## src/rtl/instr_fetch_queue.sv

```systemverilog
// Instruction fetch unit: issues one outstanding memory request at a time and
// buffers returned {pc, instr} pairs in a small circular queue for the decoder.
module instr_fetch_queue #(
    parameter int unsigned DEPTH    = 4,
    parameter logic [31:0] RESET_PC = 32'h0000_0000
) (
    input  logic                     clk_i,
    input  logic                     rst_i,
    output logic                     imem_req_o,
    output logic [31:0]              imem_addr_o,
    input  logic                     imem_ack_i,
    input  logic [31:0]              imem_data_i,
    input  logic                     redirect_i,
    input  logic [31:0]              redirect_pc_i,
    output logic                     instr_valid_o,
    output logic [31:0]              instr_o,
    output logic [31:0]              pc_o,
    input  logic                     instr_ready_i,
    output logic [$clog2(DEPTH):0]   count_o
);

    localparam int unsigned AW = $clog2(DEPTH);
    localparam int unsigned CW = AW + 1;

    typedef enum logic [1:0] {IDLE, WAIT, DROP} state_t;

    state_t         state, state_nxt;
    logic [31:0]    fetch_pc, fetch_pc_nxt;
    logic [31:0]    req_addr, req_addr_nxt;
    logic [AW-1:0]  wr_ptr, rd_ptr;
    logic [CW-1:0]  count;
    logic [31:0]    pc_mem    [DEPTH];
    logic [31:0]    instr_mem [DEPTH];
    logic           push, pop, flush;

    // A redirect kills any pop in the same cycle; the decoder ignores outputs then.
    assign pop   = (count != '0) && instr_ready_i && !redirect_i;
    assign flush = redirect_i;

    always_comb begin
        // NOTE: every always_comb output gets a default first so no path infers a latch.
        state_nxt    = state;
        fetch_pc_nxt = fetch_pc;
        req_addr_nxt = req_addr;
        push         = 1'b0;
        case (state)
            IDLE: begin
                if (redirect_i) begin
                    fetch_pc_nxt = redirect_pc_i;
                end else if (count < CW'(DEPTH)) begin
                    state_nxt    = WAIT;
                    req_addr_nxt = fetch_pc;
                end
            end
            WAIT: begin
                if (redirect_i) begin
                    fetch_pc_nxt = redirect_pc_i;
                    state_nxt    = imem_ack_i ? IDLE : DROP;
                end else if (imem_ack_i) begin
                    push         = 1'b1;
                    fetch_pc_nxt = req_addr + 32'd4;
                    // Keep streaming only if the queue still has room after this push/pop.
                    if (pop || count < CW'(DEPTH - 1)) begin
                        req_addr_nxt = req_addr + 32'd4;
                    end else begin
                        state_nxt = IDLE;
                    end
                end
            end
            DROP: begin
                if (redirect_i) fetch_pc_nxt = redirect_pc_i;
                if (imem_ack_i) state_nxt = IDLE;
            end
            default: state_nxt = IDLE;
        endcase
    end

    always_ff @(posedge clk_i or posedge rst_i) begin
        if (rst_i) begin
            state    <= IDLE;
            fetch_pc <= RESET_PC;
            req_addr <= RESET_PC;
        end else begin
            // NOTE: sequential state uses non-blocking assignments so all registers update together.
            state    <= state_nxt;
            fetch_pc <= fetch_pc_nxt;
            req_addr <= req_addr_nxt;
        end
    end

    always_ff @(posedge clk_i or posedge rst_i) begin
        if (rst_i) begin
            wr_ptr <= '0;
            rd_ptr <= '0;
            count  <= '0;
            // NOTE: the storage is reset too, so the head outputs read zero out of reset.
            for (int i = 0; i < int'(DEPTH); i++) begin
                pc_mem[i]    <= '0;
                instr_mem[i] <= '0;
            end
        end else if (flush) begin
            wr_ptr <= '0;
            rd_ptr <= '0;
            count  <= '0;
        end else begin
            if (push) begin
                pc_mem[wr_ptr]    <= req_addr;
                instr_mem[wr_ptr] <= imem_data_i;
                wr_ptr            <= wr_ptr + AW'(1);
            end
            if (pop) rd_ptr <= rd_ptr + AW'(1);
            count <= count + CW'(push) - CW'(pop);
        end
    end

    assign imem_req_o    = (state != IDLE);
    assign imem_addr_o   = req_addr;
    assign instr_valid_o = (count != '0);
    assign instr_o       = instr_mem[rd_ptr];
    assign pc_o          = pc_mem[rd_ptr];
    assign count_o       = count;

endmodule

```

## config.mk

```make
export PLATFORM = sky130hd
export DESIGN_NAME = instr_fetch_queue
export DESIGN_NICKNAME = d
export VERILOG_FILES = /design/src/rtl/instr_fetch_queue.sv
export SDC_FILE = /design/constraint.sdc
export NUM_CORES = 1
export LEC_CHECK = 0
export CAP_MARGIN = 20
export CORE_MARGIN = 5
export CORE_UTILIZATION = 57
export DETAILED_ROUTE_END_ITERATION = 8
export PLACE_DENSITY = 0.8
export SLEW_MARGIN = 0
export SYNTH_ARGS = -nofsm -noshare
export SYNTH_HDL_FRONTEND = slang
export SYNTH_SLANG_ARGS = --single-unit
export TNS_END_PERCENT = 10
```

## constraint.sdc

```tcl
create_clock -name clk_i -period 12.38 [get_ports clk_i]
set_input_delay 2.476 -clock clk_i [delete_from_list [all_inputs] [get_ports clk_i]]
set_output_delay 2.476 -clock clk_i [all_outputs]
set_load 0.05 [all_outputs]
```

==> results of run 1 <==
[worst reg2reg max path, delay by kind of cell, from the launching register on]
| kind | cells | cell delay, ps |
|---|---|---|
| buffers and inverters | 3 | 450 |
| and+or+nand+nor | 3 | 900 |
| DFF | 1 | 560 |
| xor gates and xnor gates | 1 | 170 |
| adders and majority gates | 3 | 900 |
[stage by stage]
stage          instance area [µm²]  hold slack (ps)  util [%]  power (mW)  instances
2_1_floorplan                15300              444         -        3.28       1097
3_3_place_gp                 17100              458      64.0        3.88       1519
3_5_place_dp                 17100              471      64.0        3.93       1519
4_1_cts                      18300              485      68.3        5.00       1581
5_1_grt                      18300              494      68.5        5.20       1584
6_report                     18300              483      68.5        4.96       1584
[kinds of logic after synthesis]
family,share of synthesized area [%]
AOI/OAI and AO/OA,6.09
xor gates and xnor gates,1.77
muxes,29.0
adders and majority gates,0.784
buffers and inverters,3.10
and+or+nand+nor,5.49
DFF,53.7
[sequential cells by signal (all words and copies together) (netlist names)]
register	flops
fetch_pc	32
state	2
rd_ptr	2
instr_mem	128
imem_addr_o	32
pc_mem	128
count_o	3
wr_ptr	2
[cells in the mapped netlist (all sizes together)]
library cell	number	area (µm²)
a211oi	4	30.0
a21o	5	37.5
a21oi	31	159
a22oi	1	7.51
a2bb2oi	9	85.1
a311oi	1	8.76
a31oi	10	62.6
a32oi	17	149
and2	2	12.5
and3	2	12.5
and4	7	63.8
and4b	1	10.0
buf	62	313
clkbuf	34	131
dfrtp	329	8230
fa	1	20.0
ha	8	100
inv	8	30.0
mux2	258	2910
mux2i	10	100
mux4	64	1440
nand2	55	234
nand2b	3	18.8
nand3	17	90.1
nand4	9	77.6
nor2	33	131
nor2b	4	25.0
nor3	4	25.0
nor4	7	104
o21a	5	37.5
o21ai	36	180
o22a	6	52.6
o22ai	13	81.3
o2bb2ai	4	35.0
o31ai	1	7.51
or2	1	6.26
or3	3	18.8
or4	1	11.3
xnor2	18	158
xor2	13	114
[worst paths after layout]
| check | depth (start not counted) | startpoint | endpoint |
|---|---|---|---|
| worst min register to register | 2 | fetch_pc[10] | fetch_pc[10] |
| min in group asynchronous | 2 | rst_i | instr_mem[114] |
| worst max-delay path | 3 | rd_ptr[0] | pc_o[30] |
| worst max register to register | 10 | state[0] | count_o[2] |
| max in group asynchronous | 4 | rst_i | imem_addr_o[11] |
| worst min-delay path | 2 | fetch_pc[10] | fetch_pc[10] |
[per-layer routing]
metal / GRT usage, % / routed length (µm) / up-vias
li1: - / - / 4306
met2: 36.7 / 16200 / 283
met4: 6.70 / 726 / 6
met3: 5.31 / 2080 / 61
met1: 32.4 / 15100 / 4974
met5: 0 / 34 / -
[power groups by stage]
stage	logic, mW	registers (mW)	clock network [mW]
6_report	2.15	1.77	1.05
5_1_grt	2.26	1.82	1.12
4_1_cts	2.16	1.77	1.07
3_5_place_dp	2.15	1.78	0
3_3_place_gp	2.12	1.76	0
2_1_floorplan	1.51	1.77	0
[final cells by class]
type / count / area [µm²]
timing repair buffer: 179 / 1790
clock inverter: 7 / 63.8
tap: 341 / 427
fill: 1815 / 8420
antenna: 1 / 2.50
sequential: 329 / 8240
multi-input combinational: 664 / 6650
clock buffer: 55 / 1090
inverter: 8 / 37.5
==> summary.md, run 1 <==
| Metric | Value |
|---|---|
| Status | complete, no violations |
| Router iterations before antenna repair | 5 |
| WL final | 34.2 mm |
| Clk pwr share | 21.1% |
| Worst path slowest cell | dfrtp_4 |
| Syn Inst Count | 1097 |
| IO Port Bufs | 169 |
| Wirelength per Cell | 21.6 µm |
| Initial Utilization | 57.3% |
| Area Growth Syn to Fin | 19.5% |
| Gp weighted congestion | 0.809 |
| Leakage Power | 8.10 nW |
| Io pins | 170 |
| Netlist cell types | 56 |
| Mapped Avg Cell Area | 14.0 µm² |
| # hold bufs at CTS | 0 |
| Core area | 26700 µm² |
| Grt ovf | 0 |
| Switching part of the total | 40.1% |
| DPL Wire Length | 20.5 mm |
| Slowest cell delay on critical path | 830 ps |
| Delay-heaviest family, CP | buffers and inverters |
| Syn_nets | 1175 |
| Layout Nets | 1297 |
| Layout cells sized above 1 | 31.6% |
| Post-synthesis sequential area ratio | 53.7% |
| CP Capture Type | output pin |
| Clk_lat worst skew | 510 ps |
| Number of routed nets with antenna violations | 0 |
| Residual DRC | 0 |
| Die Y | 174 µm |
| Vias post-DR | 9630 |
| Die area | 30300 µm² |
| Final hold violations | 0 |
| Kind of critical path | register to output pin |
| Total negative slack | 0 ps |
| Net switching power | 1.99 mW |
| Setup violations, final | 0 |
| Initial DRC Count | 675 |
| Int Pwr | 2.97 mW |
| Yosys warns | 0 |
| Slew @ Worst Pin | 1090 ps |
| Vias in the first global route | 10300 |
| Most frequent cells in the layout | dfrtp_1 (327), mux2_2 (238), clkdlybuf4s50_1 (169), mux4_2 (64), nand2_1 (48) |
| Maximum vdd drop | 197 µV |
| CTS tree | yes |
| DR vias/cell | 6.08 |
| Fmax | 168 MHz |
| Final WS setup | 6430 ps |
| RSZ-0062 raised after global routing | false |
| Post-CTS sizing | 0 |
| CP required | 9900 ps |
| Max-slew violations | 0 |
| Max Cap Viol | 0 |
| PD cells | 271 nW/µm² |
| Root buf cell | clkbuf_16 |
| Synthesized area | 15300 µm² |
| Worst-path fanout max | 39 |
| Fin crit period | 5950 ps |
| Initial antenna violation count | 4 |
| CP Cell Sequence | buf_4 -> mux4_2 -> clkdlybuf4s50_1 |
| HP Class | register to register |
| Reg-to-reg setup timing slack | 9260 ps |
| Sequential share of power | 35.6% |
| First-pass GRT wire length | 56.8 mm |
| Setup Skew | 21.0 ps |
| Crit path buf inv count | 2 |
| Pre-CTS setup slack | 6650 ps |
| Bufs on Longest Clock Path | 3 |
| Clock sink count | 329 |
| Die Span X | 174 µm |
| Slew margin rel. | 27.3% |
| Global Route Usage Sum | 23.1% |
| Total CTS buffers | 37 |
| Reg clk slew, reported paths | 60 ps |
| Startpoint Class | register |
| Site Rows | 60 |
| Setup Fix Bufs, Post-CTS | 0 |
| Period utilization | 48.1% |
| H-tree level count | 2 |
| Commonest non-fill, non-tap cell in the layout | dfrtp_1 |
| Critical path arrival | 3470 ps |
| Logic gate share of total power | 43.3% |
| Largest net degree at the start of global routing | 129 |
| Post-synthesis register bit count | 329 |
No activity file was read; power rests on OpenSTA's default activity.
==> run 2, diff against run 1 <==
Settings changed: CORE_UTILIZATION 57 to 51, PLACE_DENSITY 0.8 to 0.75.
Clock period 12.38 ns to 5.3 ns, I/O delays scaled along.
==> summary.md, run 2 (synthesis gave the netlist of run 1 again) <==
| Metric | Value |
|---|---|
| CP required | 4240 ps |
| Final WS setup | 1190 ps |
| Initial Utilization | 51.7% |
| CP Capture Type | output pin |
| Top Registers | instr_mem x128, pc_mem x128 |
| DR vias/cell | 5.92 |
| Kind of critical path | register to output pin |
| Total CTS buffers | 36 |
| Wirelength per Cell | 21.7 µm |
| Global Route Usage Sum | 21.3% |
| Most frequent cells in the layout | dfrtp_1 (327), mux2_2 (238), clkdlybuf4s50_1 (169), mux4_2 (64), nand2_1 (48) |
| Root buf cell | clkbuf_16 |
| Critical path arrival | 3050 ps |
| Clock sink count | 329 |
| Total negative slack | 0 ps |
| Overall Power | 11.5 mW |
| Post-CTS sizing | 0 |
| Clk_lat worst skew | 510 ps |
| H-tree level count | 2 |
| Site Rows | 63 |
| RSZ-0062 raised after global routing | false |
| Core area | 29600 µm² |
| Commonest non-fill, non-tap cell in the layout | dfrtp_1 |
| Vias in the first global route | 10300 |
| Slew @ Worst Pin | 1080 ps |
| Leakage Power | 8.09 nW |
| First-pass GRT wire length | 57.4 mm |
| Router iterations before antenna repair | 4 |
| Startpoint Class | register |
| Layout cells sized above 1 | 31.7% |
| Setup Fix Bufs, Post-CTS | 0 |
| Worst hold margin | 480 ps |
| Die Y | 183 µm |
| Status | complete, no violations |
| Pre-CTS setup slack | 1520 ps |
| Reg clk slew, reported paths | 60 ps |
| CTS tree | yes |
| WL final | 35.4 mm |
| Period utilization | 77.6% |
| HP Class | register to register |
| Fin crit period | 4110 ps |
| Slew margin rel. | 28.2% |
| Largest net degree at the start of global routing | 151 |
| Initial DRC Count | 741 |
| Io pins | 170 |
| Max-slew violations | 0 |
| PD cells | 627 nW/µm² |
| Worst-path fanout max | 31 |
| Gp weighted congestion | 0.802 |
| Final hold violations | 0 |
| Die Span X | 183 µm |
| Number of routed nets with antenna violations | 0 |
| Setup Skew | 9.47 ps |
| IO Port Bufs | 169 |
| Bufs on Longest Clock Path | 3 |
| Vias post-DR | 9654 |
| Max Cap Viol | 0 |
| Grt ovf | 0 |
| Setup violations, final | 0 |
| Fmax | 243 MHz |
| Residual DRC | 0 |
| Area Growth Syn to Fin | 19.8% |
| Maximum vdd drop | 352 µV |
| Fillers | 2270 |
| Layout Nets | 1302 |
| Die area | 33600 µm² |
| DPL Wire Length | 21.7 mm |
| # hold bufs at CTS | 0 |
| Initial antenna violation count | 1 |
run 2: layout make-up:
cell class	instances	area [µm²]	share of cell area, %
flip-flops and latches	329	8240	44.9
inverters	8	33.8	0.184
well taps	390	488	2.66
multi-input cells	664	6650	36.2
clock buffers	50	1050	5.75
diodes	1	2.50	0.0136
clock inverters	5	25.0	0.136
repair buffers	185	1860	10.1
run 2: worst max-delay path, cell delays in order, from the launching register on:
cell and delay [ps]:
dfrtp_4 880, buf_12 330, mux4_2 590, clkdlybuf4s50_1 730
run 2: path summary, 6_finish.rpt:
check / start / to / slack, ps / cells after the start
setup / recovery: rd_ptr[0] / pc_o[30] / 1190 / 3
hold / removal: fetch_pc[8] / fetch_pc[8] / 480 / 1
max in group asynchronous: rst_i / rd_ptr[0] / 3440 / 3
setup reg to reg: state[0] / pc_mem[56] / 2480 / 4
hold reg to reg: fetch_pc[8] / fetch_pc[8] / 480 / 1
min in group asynchronous: rst_i / instr_mem[126] / 1110 / 3
run 2: metal layers:
metal  track usage [%]  wire [µm]  up-vias
met5                 0         13        -
met4              5.13        676        2
met3              4.56       2300       57
met2              34.9      17000      282
met1              29.4      15400     5023
li1                  -          -     4290
run 2: where the power goes:
group	leakage [nW]	internal (mW)	switching, mW	total (mW)
sequential	4.22	3.32	0.825	4.14
combinational	3.33	2.16	2.87	5.03
clock	0.539	1.37	0.961	2.33
total	8.09	6.85	4.65	11.5
run 2: metrics by stage:
stage	area, µm²	utilization, %	cells
6_report	18400	61.9	1632
5_1_grt	18300	61.9	1631
4_1_cts	18300	61.9	1631
3_5_place_dp	17300	58.3	1576
3_3_place_gp	17300	58.3	1576
2_1_floorplan	15300	-	1097
==> run 3, diff against run 2 <==
Settings changed: CORE_UTILIZATION 51 to 57, PLACE_DENSITY 0.75 to 0.8.
Clock period 5.3 ns to 4.3 ns, I/O delays scaled along.
==> summary.md, run 3 (synthesis gave the netlist of run 1 again) <==
| Metric | Value |
|---|---|
| Site Rows | 60 |
| Critical path origin | rd_ptr[0] |
| Total CTS buffers | 37 |
| Vias in the first global route | 10300 |
| Slew @ Worst Pin | 1040 ps |
| Worst path slowest cell | dfrtp_4 |
| Initial Utilization | 57.3% |
| Reg clk slew, reported paths | 60 ps |
| Max Cap Viol | 0 |
| Slew margin rel. | 30.8% |
| RSZ-0062 raised after global routing | false |
| Final WS setup | 541 ps |
| Overall Power | 14.5 mW |
| Delay-heaviest family, CP | buffers and inverters |
| Die Span X | 174 µm |
| HP Class | register to register |
| Fin crit period | 3760 ps |
| Status | complete, no violations |
| Io pins | 170 |
| Setup violations, final | 0 |
| Startpoint Class | register |
| Gp weighted congestion | 0.801 |
| Vias post-DR | 9747 |
| Post-CTS sizing | 0 |
| Maximum vdd drop | 457 µV |
| First-pass GRT wire length | 57.4 mm |
| Fillers | 1864 |
| WL final | 35.0 mm |
| Placed cells | 1531 |
| Initial DRC Count | 730 |
| Stages on the worst setup path | 3 |
| Total negative slack | 0 ps |
| Worst hold margin | 479 ps |
| R2r worst-path depth | 12 |
| Largest net degree at the start of global routing | 101 |
| Top Registers | instr_mem x128, pc_mem x128 |
| Setup Fix Bufs, Post-CTS | 0 |
| Area Growth Syn to Fin | 21.2% |
| Layout cells sized above 1 | 32.2% |
| Grt ovf | 0 |
| Worst-path fanout max | 20 |
| Area post-placement | 17300 µm² |
| Critical path arrival | 2900 ps |
| Crit path buf inv count | 2 |
| PD cells | 782 nW/µm² |
| CP Cell Sequence | buf_4 -> mux4_2 -> clkdlybuf4s50_1 |
| # hold bufs at CTS | 0 |
| Fin cells | 1599 |
| Fmax | 266 MHz |
| Wirelength per Cell | 21.9 µm |
| Die area | 30300 µm² |
| Layout Nets | 1307 |
| Router iterations before antenna repair | 7 |
| Setup Skew | 9.66 ps |
| Slowest cell delay on critical path | 720 ps |
| CP Capture Type | output pin |
| Initial antenna violation count | 2 |
| Period utilization | 87.4% |
| CP required | 3440 ps |
| DR vias/cell | 6.10 |
| Kind of critical path | register to output pin |
| Root buf cell | clkbuf_16 |
| Commonest non-fill, non-tap cell in the layout | dfrtp_1 |
| Reg2Reg Capture Point | count_o[2] |
| Worst setup endpoint | pc_o[0] |
| Die Y | 174 µm |
| Reg2reg start | state[0] |
| Global Route Usage Sum | 23.3% |
| Bufs on Longest Clock Path | 3 |
| IO Port Bufs | 169 |
| Pre-CTS setup slack | 811 ps |
| Max-slew violations | 0 |
| Clk_lat worst skew | 500 ps |
| Finished Cell Area | 18600 µm² |
| Final hold violations | 0 |
| CTS tree | yes |
| H-tree level count | 2 |
| Leakage Power | 8.21 nW |
| DPL Wire Length | 21.9 mm |
| Residual DRC | 0 |
| Number of routed nets with antenna violations | 0 |
| Reg-to-reg setup timing slack | 1370 ps |
| Util after Layout | 69.5% |
| Most frequent cells in the layout | dfrtp_1 (327), mux2_2 (238), clkdlybuf4s50_1 (169), mux4_2 (64), nand2_1 (48) |
| Clock sink count | 329 |
| Core area | 26700 µm² |
[run 3: cell count changes in the layout (fill, tap and decap cells not counted)]
cell | before | now
clkbuf_16 | 37 | 39
diode_2 | 1 | 2
clkbuf_1 | 5 | 10
bufinv_16 | 0 | 3
buf_12 | 4 | 10
clkinvlp_4 | 1 | 2
buf_4 | 12 | 10
inv_6 | 0 | 1
clkinv_2 | 5 | 4
[run 3: area by class of cell]
type | count | area [µm²] | area share (%)
clock inverter | 9 | 126 | 0.681
clock buffer | 57 | 1120 | 6.05
inverter | 8 | 33.8 | 0.182
tap | 341 | 427 | 2.30
antenna | 2 | 5.00 | 0.0270
multi-input combinational | 664 | 6650 | 35.8
timing repair buffer | 189 | 1970 | 10.6
sequential | 329 | 8240 | 44.4
[run 3: how the worst min path moves through the flow]
stage | startpoint | endpoint | cells past startpoint
floorplan | fetch_pc[0] | fetch_pc[0] | 2
global placement | fetch_pc[5] | fetch_pc[5] | 2
detailed placement | fetch_pc[7] | fetch_pc[7] | 1
CTS | fetch_pc[7] | fetch_pc[7] | 1
global route | fetch_pc[7] | fetch_pc[7] | 1
finish | fetch_pc[7] | fetch_pc[7] | 1
[run 3: per-layer routing]
layer	track usage, %	vias to the layer above	wire [µm]
met5	0	-	0
met4	5.58	0	584
met3	4.55	47	2030
met2	37.8	303	17200
met1	33.2	5071	15200
li1	-	4326	-
[run 3: power by group]
| group | total (mW) | switching (mW) | internal (mW) |
|---|---|---|---|
| combinational | 6.27 | 3.59 | 2.68 |
| sequential | 5.06 | 0.965 | 4.09 |
| clock | 3.19 | 1.21 | 1.98 |
